`src/rtl/gpu_pkg.sv`:
```
// Definitions shared by the sprite line-buffer path: scheduler state encoding
// and the default line length, so the slice writer and VGA side agree.
package gpu_pkg;

  localparam int LINE_WIDTH = 640;

  typedef enum logic [1:0] {
    CLEAR = 2'd0,
    FILL  = 2'd1,
    WAIT  = 2'd2
  } line_state_e;

endpackage

```
`src/rtl/line_buffer_scheduler.sv`:
```
// Ping-pong sprite line buffer sequencer: swaps buffers at each scanline,
// clears the back buffer, then grants slice writes one at a time.
module line_buffer_scheduler
  import gpu_pkg::*;
#(
  parameter int WIDTH = LINE_WIDTH,
  parameter int ADDR  = 10,
  parameter int CNT   = 8
) (
  input  logic            clk,
  input  logic            rst,
  input  logic            scanline_start,
  input  logic            line_load,
  output logic            line_busy,
  output logic            disp_sel,
  output logic            clr_we,
  output logic [ADDR-1:0] clr_addr,
  output logic            slice_start,
  input  logic            slice_done,
  output logic            slice_abort,
  output logic [CNT-1:0]  slices_last,
  output logic            underrun,
  input  logic            underrun_clr
);

  localparam logic [ADDR-1:0] LAST_ADDR = ADDR'(WIDTH - 1);
  localparam logic [CNT-1:0]  CNT_MAX   = '1;

  line_state_e    state;
  line_state_e    state_next;
  logic [CNT-1:0] slice_cnt;
  logic [CNT-1:0] cnt_now;
  logic           clear_last;
  logic           done_ok;
  logic           grant;
  logic           abort_evt;
  logic           underrun_evt;

  assign clear_last   = (state == CLEAR) && (clr_addr == LAST_ADDR);
  assign done_ok      = (state == WAIT) && slice_done;
  // A slice finishing in the swap cycle still counts toward the old line.
  assign cnt_now      = (done_ok && slice_cnt != CNT_MAX) ? slice_cnt + CNT'(1) : slice_cnt;
  assign grant        = (state == FILL) && line_load && !scanline_start;
  assign abort_evt    = scanline_start && (state == WAIT) && !slice_done;
  assign underrun_evt = scanline_start && ((state == CLEAR) || abort_evt);

  // NOTE: sequential state uses non-blocking (<=) so every register samples
  // pre-edge values; blocking here would create order-dependent races.
  always_ff @(posedge clk or posedge rst) begin
    if (rst) state <= CLEAR;
    else     state <= state_next;
  end

  // NOTE: default assignment first so no path through the block leaves
  // state_next unassigned, which would infer a latch.
  always_comb begin
    state_next = state;
    if (scanline_start) begin
      state_next = CLEAR;
    end else begin
      case (state)
        CLEAR:   if (clear_last) state_next = FILL;
        FILL:    if (line_load)  state_next = WAIT;
        WAIT:    if (slice_done) state_next = FILL;
        default: state_next = CLEAR;
      endcase
    end
  end

  always_comb begin
    line_busy = (state != FILL);
    clr_we    = (state == CLEAR);
  end

  always_ff @(posedge clk or posedge rst) begin
    if (rst) begin
      clr_addr    <= '0;
      disp_sel    <= 1'b0;
      slice_cnt   <= '0;
      slices_last <= '0;
      underrun    <= 1'b0;
      slice_start <= 1'b0;
      slice_abort <= 1'b0;
    end else begin
      slice_start <= grant;
      slice_abort <= abort_evt;

      if (scanline_start || clear_last || state != CLEAR) clr_addr <= '0;
      else                                                clr_addr <= clr_addr + ADDR'(1);

      if (scanline_start) begin
        disp_sel    <= ~disp_sel;
        slices_last <= cnt_now;
        slice_cnt   <= '0;
      end else begin
        slice_cnt   <= cnt_now;
      end

      // A new underrun event outranks a coincident clear request.
      if (underrun_evt)      underrun <= 1'b1;
      else if (underrun_clr) underrun <= 1'b0;
    end
  end

endmodule
```
`config.mk`:
```
export PLATFORM = sky130hd
export DESIGN_NAME = line_buffer_scheduler
export DESIGN_NICKNAME = d
export VERILOG_FILES = /design/src/rtl/gpu_pkg.sv /design/src/rtl/line_buffer_scheduler.sv
export SDC_FILE = /design/constraint.sdc
export NUM_CORES = 1
export LEC_CHECK = 0
export ABC_AREA = 1
export ABC_CLOCK_PERIOD_IN_PS = 1600
export BUFFER_PORTS_ARGS = -buffer_cell sky130_fd_sc_hd__buf_4
export CORE_MARGIN = 5
export CORE_UTILIZATION = 40
export CTS_CLUSTER_DIAMETER = 50
export CTS_CLUSTER_SIZE = 16
export DETAILED_ROUTE_END_ITERATION = 10
export PLACE_DENSITY = 0.65
export SETUP_SLACK_MARGIN = 0.2
export SYNTH_ARGS = -nofsm -noshare
export SYNTH_HDL_FRONTEND = slang
export SYNTH_SLANG_ARGS = --single-unit
```
`constraint.sdc`:
```
create_clock -name clk -period 1.6 [get_ports clk]
set_clock_uncertainty 0.2 [all_clocks]
set_input_delay 0.4 -clock clk [delete_from_list [all_inputs] [get_ports clk]]
set_output_delay 0.4 -clock clk [all_outputs]
set_load 0.01 [all_outputs]
```
==> results_dict.tcl, run 1 <==
set metrics [dict create \
    hold_viol 0 \
    crit_start "state[0]" \
    r2r_start "slice_cnt[1]" \
    grt_first_pass_wirelength_um 6840 \
    synth_area_mm2 0.00161 \
    htreeDepth 2 \
    start_util_pct 40.8 \
    grt_max_degree 33 \
    coreArea_mm2 0.00394 \
    syn_avg_cell_area_um2 8.25 \
    leakage_nw 1.36 \
    vias_per_cell 4.98 \
    vias 1639 \
    syn_inst 195 \
    power_w 0.00193 \
    synth_fp_nets 203 \
    synth_top_area_cell "dfrtp_1" \
    die_area_mm2 0.00539 \
    tns_ns -0.0208 \
    p_int_w 0.00138 \
    ys_seq_area_share_pct 49.8 \
    path_cells "inv_2, nand2_4, inv_2, buf_6" \
    synth.distinct_cells 26 \
    seqPwrFrac_pct 45.8 \
    netSwitchingFraction_pct 28.4 \
    slowest_stage "dfrtp_1" \
    yosysMostFrequentCell "nand2_1" \
    crit_path_start_kind "flip-flop" \
    slowest_delay_ns 0.40 \
    cp_data_required_time_ns 1.00 \
    area_growth_pct 69.6 \
    clk_pin_slew_ns 0.07 \
    fmax_mhz 621 \
    die_w_um 73.4 \
    powerDensity_mw_per_mm2 709 \
    wirelength_um 4590 \
    ys.flop_type "dfrtp_1" \
    drt_iter0_markers 116 \
    drv_slew 0 \
    overflow 0 \
    routedWlPerCell_um 13.9 \
    insertion_delay_ns 0.29 \
    violations "negative setup slack" \
    layout_setup_ws_ns -0.0106 \
    ys_top_cells_by_area "dfrtp_1, nand2_1, nor2_1" \
    antenna_found_initial 0 \
    numCtsBuffers 5 \
    tightestPinTransition_ns 0.279 \
    cp-end-kind "output pin" \
    ir_drop_uv 581 \
    async_reset_ff_share_pct 100 \
    crit_fanout 4 \
    clock-root-buffer "clkbuf_8" \
    finalCritPeriodShare_pct 101 \
    drt-pass1-iter-count 6 \
    nets 287 \
    cts_tree "done" \
    io_buffers 29 \
    synth_edf_count 0 \
    ant_nets 0 \
    grt_pass1_vias 1545 \
    path_class "reg2out" \
    critical_path.most_common_cell "inv_2" \
    drc 0 \
    pwr-share-comb_pct 23.4 \
    yosys-top-cells-count "nand2_1, dfrtp_1, nor2_1, inv_1, nand3_1" \
    p_clk_share_pct 30.8 \
    max_slew_margin_pct 81.3 \
    grt_usage_pct 16.6 \
    rsz0062_at_grt "yes" \
    die_h_um 73.4 \
    status "finished, violations left" \
    diodes 0 \
    min-delay-start "slice_done" \
    drv_cap 0 \
    setup_viol 4 \
    place_hpwl_um 2390 \
    yosysTopAreaCellShare_pct 49.8 \
    p_sw_w 0.000550 \
    synth.yosys.warnings 0 \
    fin_crit_ns 1.61 \
    pin_count 30 \
    cts.sink_count 32 \
    gp_congestion 0.833 \
    row_count 23 \
    hp-class "in2reg" \
    drive_above_1_share_pct 54.1 \
    clockBufferDepth 2 \
    ys_ff_latch 32 \
    cp.arrival_ns 1.01 \
]
## area by class of cell
type                       count  area (um2)
fill                         298        1210
multi-input combinational    137         952
sequential                    32         806
timing repair buffer          80         744
inverter                      23        86.3
clock buffer                   6        72.6
tap                           50        62.6
clock inverter                 1        5.00
## metrics by stage
stage	util, %	instances	area, um2	hold slack [ns]	setup WS [ns]
5_1_grt	69.2	329	2730	0.0899	-0.0829
3_5_place_dp	49.1	276	1940	0.262	0.0192
4_1_cts	60.8	309	2400	0.0792	0.0145
3_3_place_gp	49.1	276	1940	0.263	0.0756
2_1_floorplan	-	195	1630	0.279	0.120
6_report	69.2	329	2730	0.0852	-0.0106
## path summary, 6_finish.rpt
kind | endpoint | slack [ns] | cells after the start
max | clr_we | -0.01 | 4
min | slice_abort | 0.09 | 2
max reg2reg | slice_cnt[2] | 0 | 9
min reg2reg | slices_last[5] | 0.31 | 2
max in group asynchronous | clr_addr[7] | 0.50 | 4
min in group asynchronous | disp_sel | 0.52 | 4
## registers in the layout (all words and copies together), names as in the netlist
register and cells:
clr_addr 10, disp_sel 1, slice_abort 1, slice_cnt 8, slice_start 1, slices_last 8, state 2, underrun 1
## worst max-delay path: cells and delay by family (launching register included)
| family | cells | cell delay [ns] |
|---|---|---|
| buffers and inverters | 3 | 0.27 |
| flip-flops | 1 | 0.40 |
| AND/OR/NAND/NOR | 1 | 0.05 |
## cells by family after synthesis
| family | count (synthesis) | synth area share, % |
|---|---|---|
| compound gates | 13 | 4.82 |
| fa+ha+maj | 2 | 1.55 |
| xor+xnor | 6 | 3.27 |
| simple gates | 115 | 33.4 |
| buf+inv | 27 | 7.23 |
| flops | 32 | 49.8 |
## cells in the final DEF (no fill, tap or decap), types with 4 or more instances in the layout
cell type  instances
a21oi_1            4
buf_4             46
buf_6             31
clkbuf_8           5
dfrtp_1           28
dfrtp_2            4
inv_1             18
inv_2              5
nand2_1           36
nand2_2           13
nand2_4           11
nand3_1            9
nand3_2            6
nand4_1            6
nor2_1            14
nor2_2             9
nor2_4             5
xor2_1             5
## power groups by stage
stage,registers [W],logic (W),clock network [W]
floorplan,0.000907,0.000117,0
global placement,0.000896,0.000238,0
detailed placement,0.000895,0.000244,0
CTS,0.000883,0.000364,0.000611
global route,0.000890,0.000485,0.000641
finish,0.000886,0.000453,0.000596
## metal layers
layer / global-route usage (%) / wire (um)
met1: 20.0 / 1810
met5: 0 / 0
met2: 28.0 / 2410
met4: 6.24 / 153
met3: 4.92 / 222
## timing repair
item	in CTS	in global routing
gates resized for setup	45	46
cloned	1	0
buffers inserted	24	20
endpoints found under the setup margin	49	52
hold buffers	1	0
endpoints found under the hold margin	32	0
pin swaps	14	32
No activity file was read; power rests on OpenSTA's default activity.
==> run 2: changes to the inputs <==
GPL_TIMING_DRIVEN = 0   (was not set)
RECOVER_POWER = 50   (was not set)
==> run 2 against run 1 <==
Net effect:
- clock power increased by 13%
- via count down 6.5%
- critical path type unchanged
- clock-buffer cell count is 1 higher
- critical path depth did not move
- largest cell class unchanged
- sequential power hardly changed
- sequential share of layout area rose by 1.3 points
- register-to-register slack about the same
- combinational power fell by 5.5%
- the flow finishes with violations (negative hold slack, negative setup slack)
- largest power group unchanged
- non-clock buffer count is 13 lower
- first-iteration DRC count is 43% lower
- die area unchanged
==> results_dict.tcl, run 2 (synthesis gave the netlist of run 1 again) <==
set metrics [dict create \
    grt_max_degree 33 \
    hp-class "in2async" \
    violations "negative hold slack, negative setup slack" \
    nets 274 \
    vias 1532 \
    rrSetupSlack_ns 0.01 \
    timing.rr.end "slices_last[3]" \
    clockBufferDepth 2 \
    pre_cts_slack_ns -0.299 \
    cp_data_required_time_ns 1.00 \
    grt_pass1_vias 1479 \
    grt_first_pass_wirelength_um 6690 \
    tightestPinTransition_ns 0.704 \
    design_area_mm2 0.00261 \
    gp_congestion 0.841 \
    ir_drop_uv 422 \
    finalCritPeriodShare_pct 101 \
    cts.sink_count 32 \
    powerDensity_mw_per_mm2 760 \
    row_count 23 \
    die_w_um 73.4 \
    dpl_cell_area_mm2 0.00190 \
    die_area_mm2 0.00539 \
    diodes 0 \
    numCtsBuffers 5 \
    largest_reg_flops 10 \
    tns_ns -0.0167 \
    overflow 0 \
    cp.arrival_ns 1.02 \
    layout_setup_ws_ns -0.0167 \
    status "finished, violations left" \
    coreArea_mm2 0.00394 \
    top_register "clr_addr" \
    placed_cells 273 \
    drive_above_1_share_pct 51.7 \
    start_util_pct 40.8 \
    mostFrequentLayoutCells "nand2_1, buf_6, buf_4" \
    cts_tree "done" \
    max_slew_margin_pct 52.9 \
    leakage_nw 1.28 \
    n_fill_cell 320 \
    r2r_cells 10 \
    instances_no_fill 317 \
    die_h_um 73.4 \
    rsz0062_at_grt "yes" \
    insertion_delay_ns 0.29 \
    pin_count 30 \
    regArea_um2 806 \
    multi_input_area_um2 926 \
    fin_crit_ns 1.62 \
    vias_per_cell 4.83 \
    io_buffers 28 \
    crit_path_start_kind "flip-flop" \
    r2r_start "slice_cnt[0]" \
    drt_iter0_markers 66 \
    fmax_mhz 619 \
    top_regs "clr_addr (10), slice_cnt (8), slices_last (8)" \
    crit_fanout 3 \
    place_hpwl_um 2380 \
    area_growth_pct 62.4 \
    drv_cap 0 \
    ant_nets 0 \
    drc 0 \
    setup_viol 1 \
    final_util_pct 66.3 \
    drv_slew 0 \
    hold_ws_ns -0.00279 \
    hold_buffers 0 \
    drt-pass1-iter-count 4 \
    crit_start "state[1]" \
    htreeDepth 2 \
    final_common_cell "nand2_1" \
    clock-root-buffer "clkbuf_8" \
    cp-end-kind "output pin" \
    routedWlPerCell_um 13.8 \
    antenna_found_initial 0 \
    clk_pin_slew_ns 0.07 \
    wirelength_um 4380 \
    path_class "reg2out" \
    hold_viol 7 \
    grt_usage_pct 16.1 \
]
run 2: how the worst max path moves through the flow:
stage                                 to  slack, ns  depth (start not counted)
after global placement       clr_addr[0]      -0.27                          2
after global routing      slices_last[3]      -0.08                         10
final                             clr_we      -0.02                          4
after CTS                         clr_we      0.006                          4
after detailed placement     clr_addr[0]      -0.30                          2
after floorplan                 state[0]       0.12                          7
run 2: per-stage QoR:
stage | hold WS [ns] | power, W
2_1_floorplan | 0.279 | 0.00102
3_3_place_gp | 0.257 | 0.00112
3_5_place_dp | 0.257 | 0.00113
4_1_cts | 0.0312 | 0.00193
5_1_grt | 0.0723 | 0.00206
6_report | -0.00279 | 0.00199
run 2: worst max-delay path: stages (launching register included):
cell and delay [ns]:
dfrtp_1 0.39, inv_2 0.12, nand2_4 0.06, inv_2 0.06
buf_6 0.09
run 2: area by class of cell:
cell class	count	share of cell area [%]
repair buffers	63	23.0
multi-input cells	137	35.4
inverters	23	3.45
flip-flops and latches	32	30.8
well taps	50	2.39
clock buffers	7	3.30
plain buffers	4	1.25
clock inverters	1	0.287
run 2: what timing repair did:
action,CTS,global route
pin swaps,19,25
endpoints found under the setup margin,82,52
gates resized for setup,53,37
cloned,1,0
setup buffers,22,13
run 2: power breakdown:
part | internal [W] | switching [W]
combinational | 0.000218 | 0.000209
sequential | 0.000848 | 0.0000354
clock | 0.000350 | 0.000325
run 2: metal layers:
layer	vias to the layer above	track usage [%]	part of all wire, %
met2	36	28.0	53
met4	0	5.03	1.2
met5	-	0	0
met3	7	4.65	4.2
met1	736	19.2	41
li1	753	-	-
==> run 3: changes to the inputs <==
CORE_ASPECT_RATIO = 0.8   (was not set)
CORE_MARGIN = not set   (was 5)
==> run 3 against run 2 <==
Net effect:
- the flow still finishes with violations (negative hold slack, negative setup slack)
- first-iteration DRC count is 4.5% lower
- cell area is 0.33% higher
- cell count rose by 3.2%
- critical path depth is the same
- sequential cell count unchanged
- critical endpoint unchanged
- largest cell class unchanged
==> results_dict.tcl, run 3 (synthesis gave the netlist of run 1 again) <==
set metrics [dict create \
    start_util_pct 42.0 \
    place_hpwl_um 2270 \
    top_register "clr_addr" \
    ant_nets 0 \
    ir_drop_uv 783 \
    netSwitchingFraction_pct 28.0 \
    cp_data_required_time_ns 1.00 \
    rrSetupSlack_ns -0.01 \
    fin_crit_ns 1.61 \
    final_util_pct 68.5 \
    grt_usage_pct 19.8 \
    cp-end-kind "output pin" \
    path_class "reg2out" \
    die_h_um 58.7 \
    hold_viol 5 \
    vias_per_cell 4.86 \
    largest_reg_flops 10 \
    drv_cap 0 \
    pin_count 30 \
    max_slew_margin_pct 54.2 \
    htreeDepth 2 \
    drc 0 \
    p_int_w 0.00143 \
    vias 1589 \
    p_clk_share_pct 32.9 \
    status "finished, violations left" \
    p_sw_w 0.000556 \
    top_regs "clr_addr (10), slice_cnt (8), slices_last (8)" \
    cp_top_family "flip-flops" \
    numCtsBuffers 5 \
    mostFrequentLayoutCells "nand2_1, buf_4, buf_6" \
    setup_viol 3 \
    timing.rr.end "slice_cnt[3]" \
    slowest_stage "dfrtp_1" \
    crit_buf_inv 3 \
    fmax_mhz 621 \
    insertion_delay_ns 0.29 \
    die_area_mm2 0.00428 \
    leakage_nw 1.32 \
    gp_congestion 0.797 \
    tns_ns -0.0202 \
    die_w_um 72.9 \
    powerDensity_mw_per_mm2 756 \
    drv_slew 0 \
    hold_buffers 0 \
    grt_pass1_vias 1394 \
    cts_tree "done" \
    r2r_cells 9 \
    row_count 20 \
    final_common_cell "nand2_1" \
    nets 279 \
    crit_start "state[0]" \
    area_growth_pct 62.9 \
    crit_path_start_kind "flip-flop" \
    clockBufferDepth 2 \
    drive_above_1_share_pct 52.9 \
    design_area_mm2 0.00262 \
    finalCritPeriodShare_pct 101 \
    hp-class "in2async" \
    coreArea_mm2 0.00383 \
    tightestPinTransition_ns 0.686 \
    clk_pin_slew_ns 0.07 \
    cp.arrival_ns 1.01 \
    pwr-share-comb_pct 22.4 \
    seqPwrFrac_pct 44.7 \
    grt_max_degree 33 \
    rsz0062_at_grt "yes" \
    dpl_cell_area_mm2 0.00191 \
    antenna_found_initial 0 \
    cts.sink_count 32 \
    drt_iter0_markers 63 \
    drt-pass1-iter-count 4 \
    violations "negative hold slack, negative setup slack" \
    diodes 0 \
    layout_setup_ws_ns -0.0105 \
    clock-root-buffer "clkbuf_8" \
    path_cells "inv_2, nand2_2, inv_2, buf_6" \
    slowest_delay_ns 0.41 \
    critical_path.most_common_cell "inv_2" \
    wirelength_um 4560 \
    grt_first_pass_wirelength_um 6350 \
    r2r_start "slice_cnt[0]" \
    overflow 0 \
    io_buffers 28 \
    hold_ws_ns -0.0146 \
    routedWlPerCell_um 13.9 \
    power_w 0.00198 \
    crit_fanout 3 \
]
-- run 3: layout make-up --
class | instances | area [um2]
plain buffers | 4 | 32.5
clock buffers | 6 | 82.6
clock inverters | 2 | 10.0
fillers | 302 | 1210
inverters | 23 | 90.1
multi-input cells | 137 | 898
flip-flops and latches | 32 | 807
well taps | 55 | 68.8
repair buffers | 68 | 632
-- run 3: routing by layer --
metal | vias to the layer above | global-route usage, % | share of wire (%)
li1 | 771 | - | -
met1 | 756 | 26.8 | 43
met2 | 51 | 30.2 | 50
met3 | 11 | 5.99 | 5.3
met4 | 0 | 7.00 | 2.3
met5 | - | 0 | 0
-- run 3: repair_timing --
action | CTS | global route
pin swaps | 11 | 25
setup buffers | 27 | 13
setup endpoints to repair | 81 | 51
resized for setup | 38 | 46
cloned | 1 | 0
-- run 3: power groups by stage --
| stage | Combinational (W) | Clock (W) | Sequential [W] |
|---|---|---|---|
| final | 0.000443 | 0.000653 | 0.000886 |
| after global routing | 0.000476 | 0.000706 | 0.000889 |
| after global placement | 0.000228 | 0 | 0.000896 |
| after CTS | 0.000352 | 0.000663 | 0.000877 |
| after detailed placement | 0.000231 | 0 | 0.000896 |
| after floorplan | 0.000117 | 0 | 0.000907 |
-- run 3: through the flow --
stage | std cells | worst slack [ns]
CTS | 314 | 0.0268
global route | 327 | -0.105
floorplan | 195 | 0.120
finish | 327 | -0.0105
detailed placement | 278 | -0.293
global placement | 278 | -0.277
-- run 3: how the worst max path moves through the flow --
stage	end	slack, ns	cells past startpoint
after floorplan	state[0]	0.12	7
after global placement	clr_addr[0]	-0.28	2
after detailed placement	clr_addr[0]	-0.29	2
after CTS	clr_we	0.03	4
after global routing	slices_last[3]	-0.10	10
final	clr_we	-0.01	4
-- run 3: worst register-to-register path, stage by stage, from the launching register on --
cell and delay, ns:
dfrtp_1 0.41, ha_2 0.20, nand2_2 0.10, nor2_4 0.05, nand2_4 0.14, nand2_8 0.09, inv_2 0.06, nand2_2 0.05
buf_4 0.14, a21oi_2 0.11
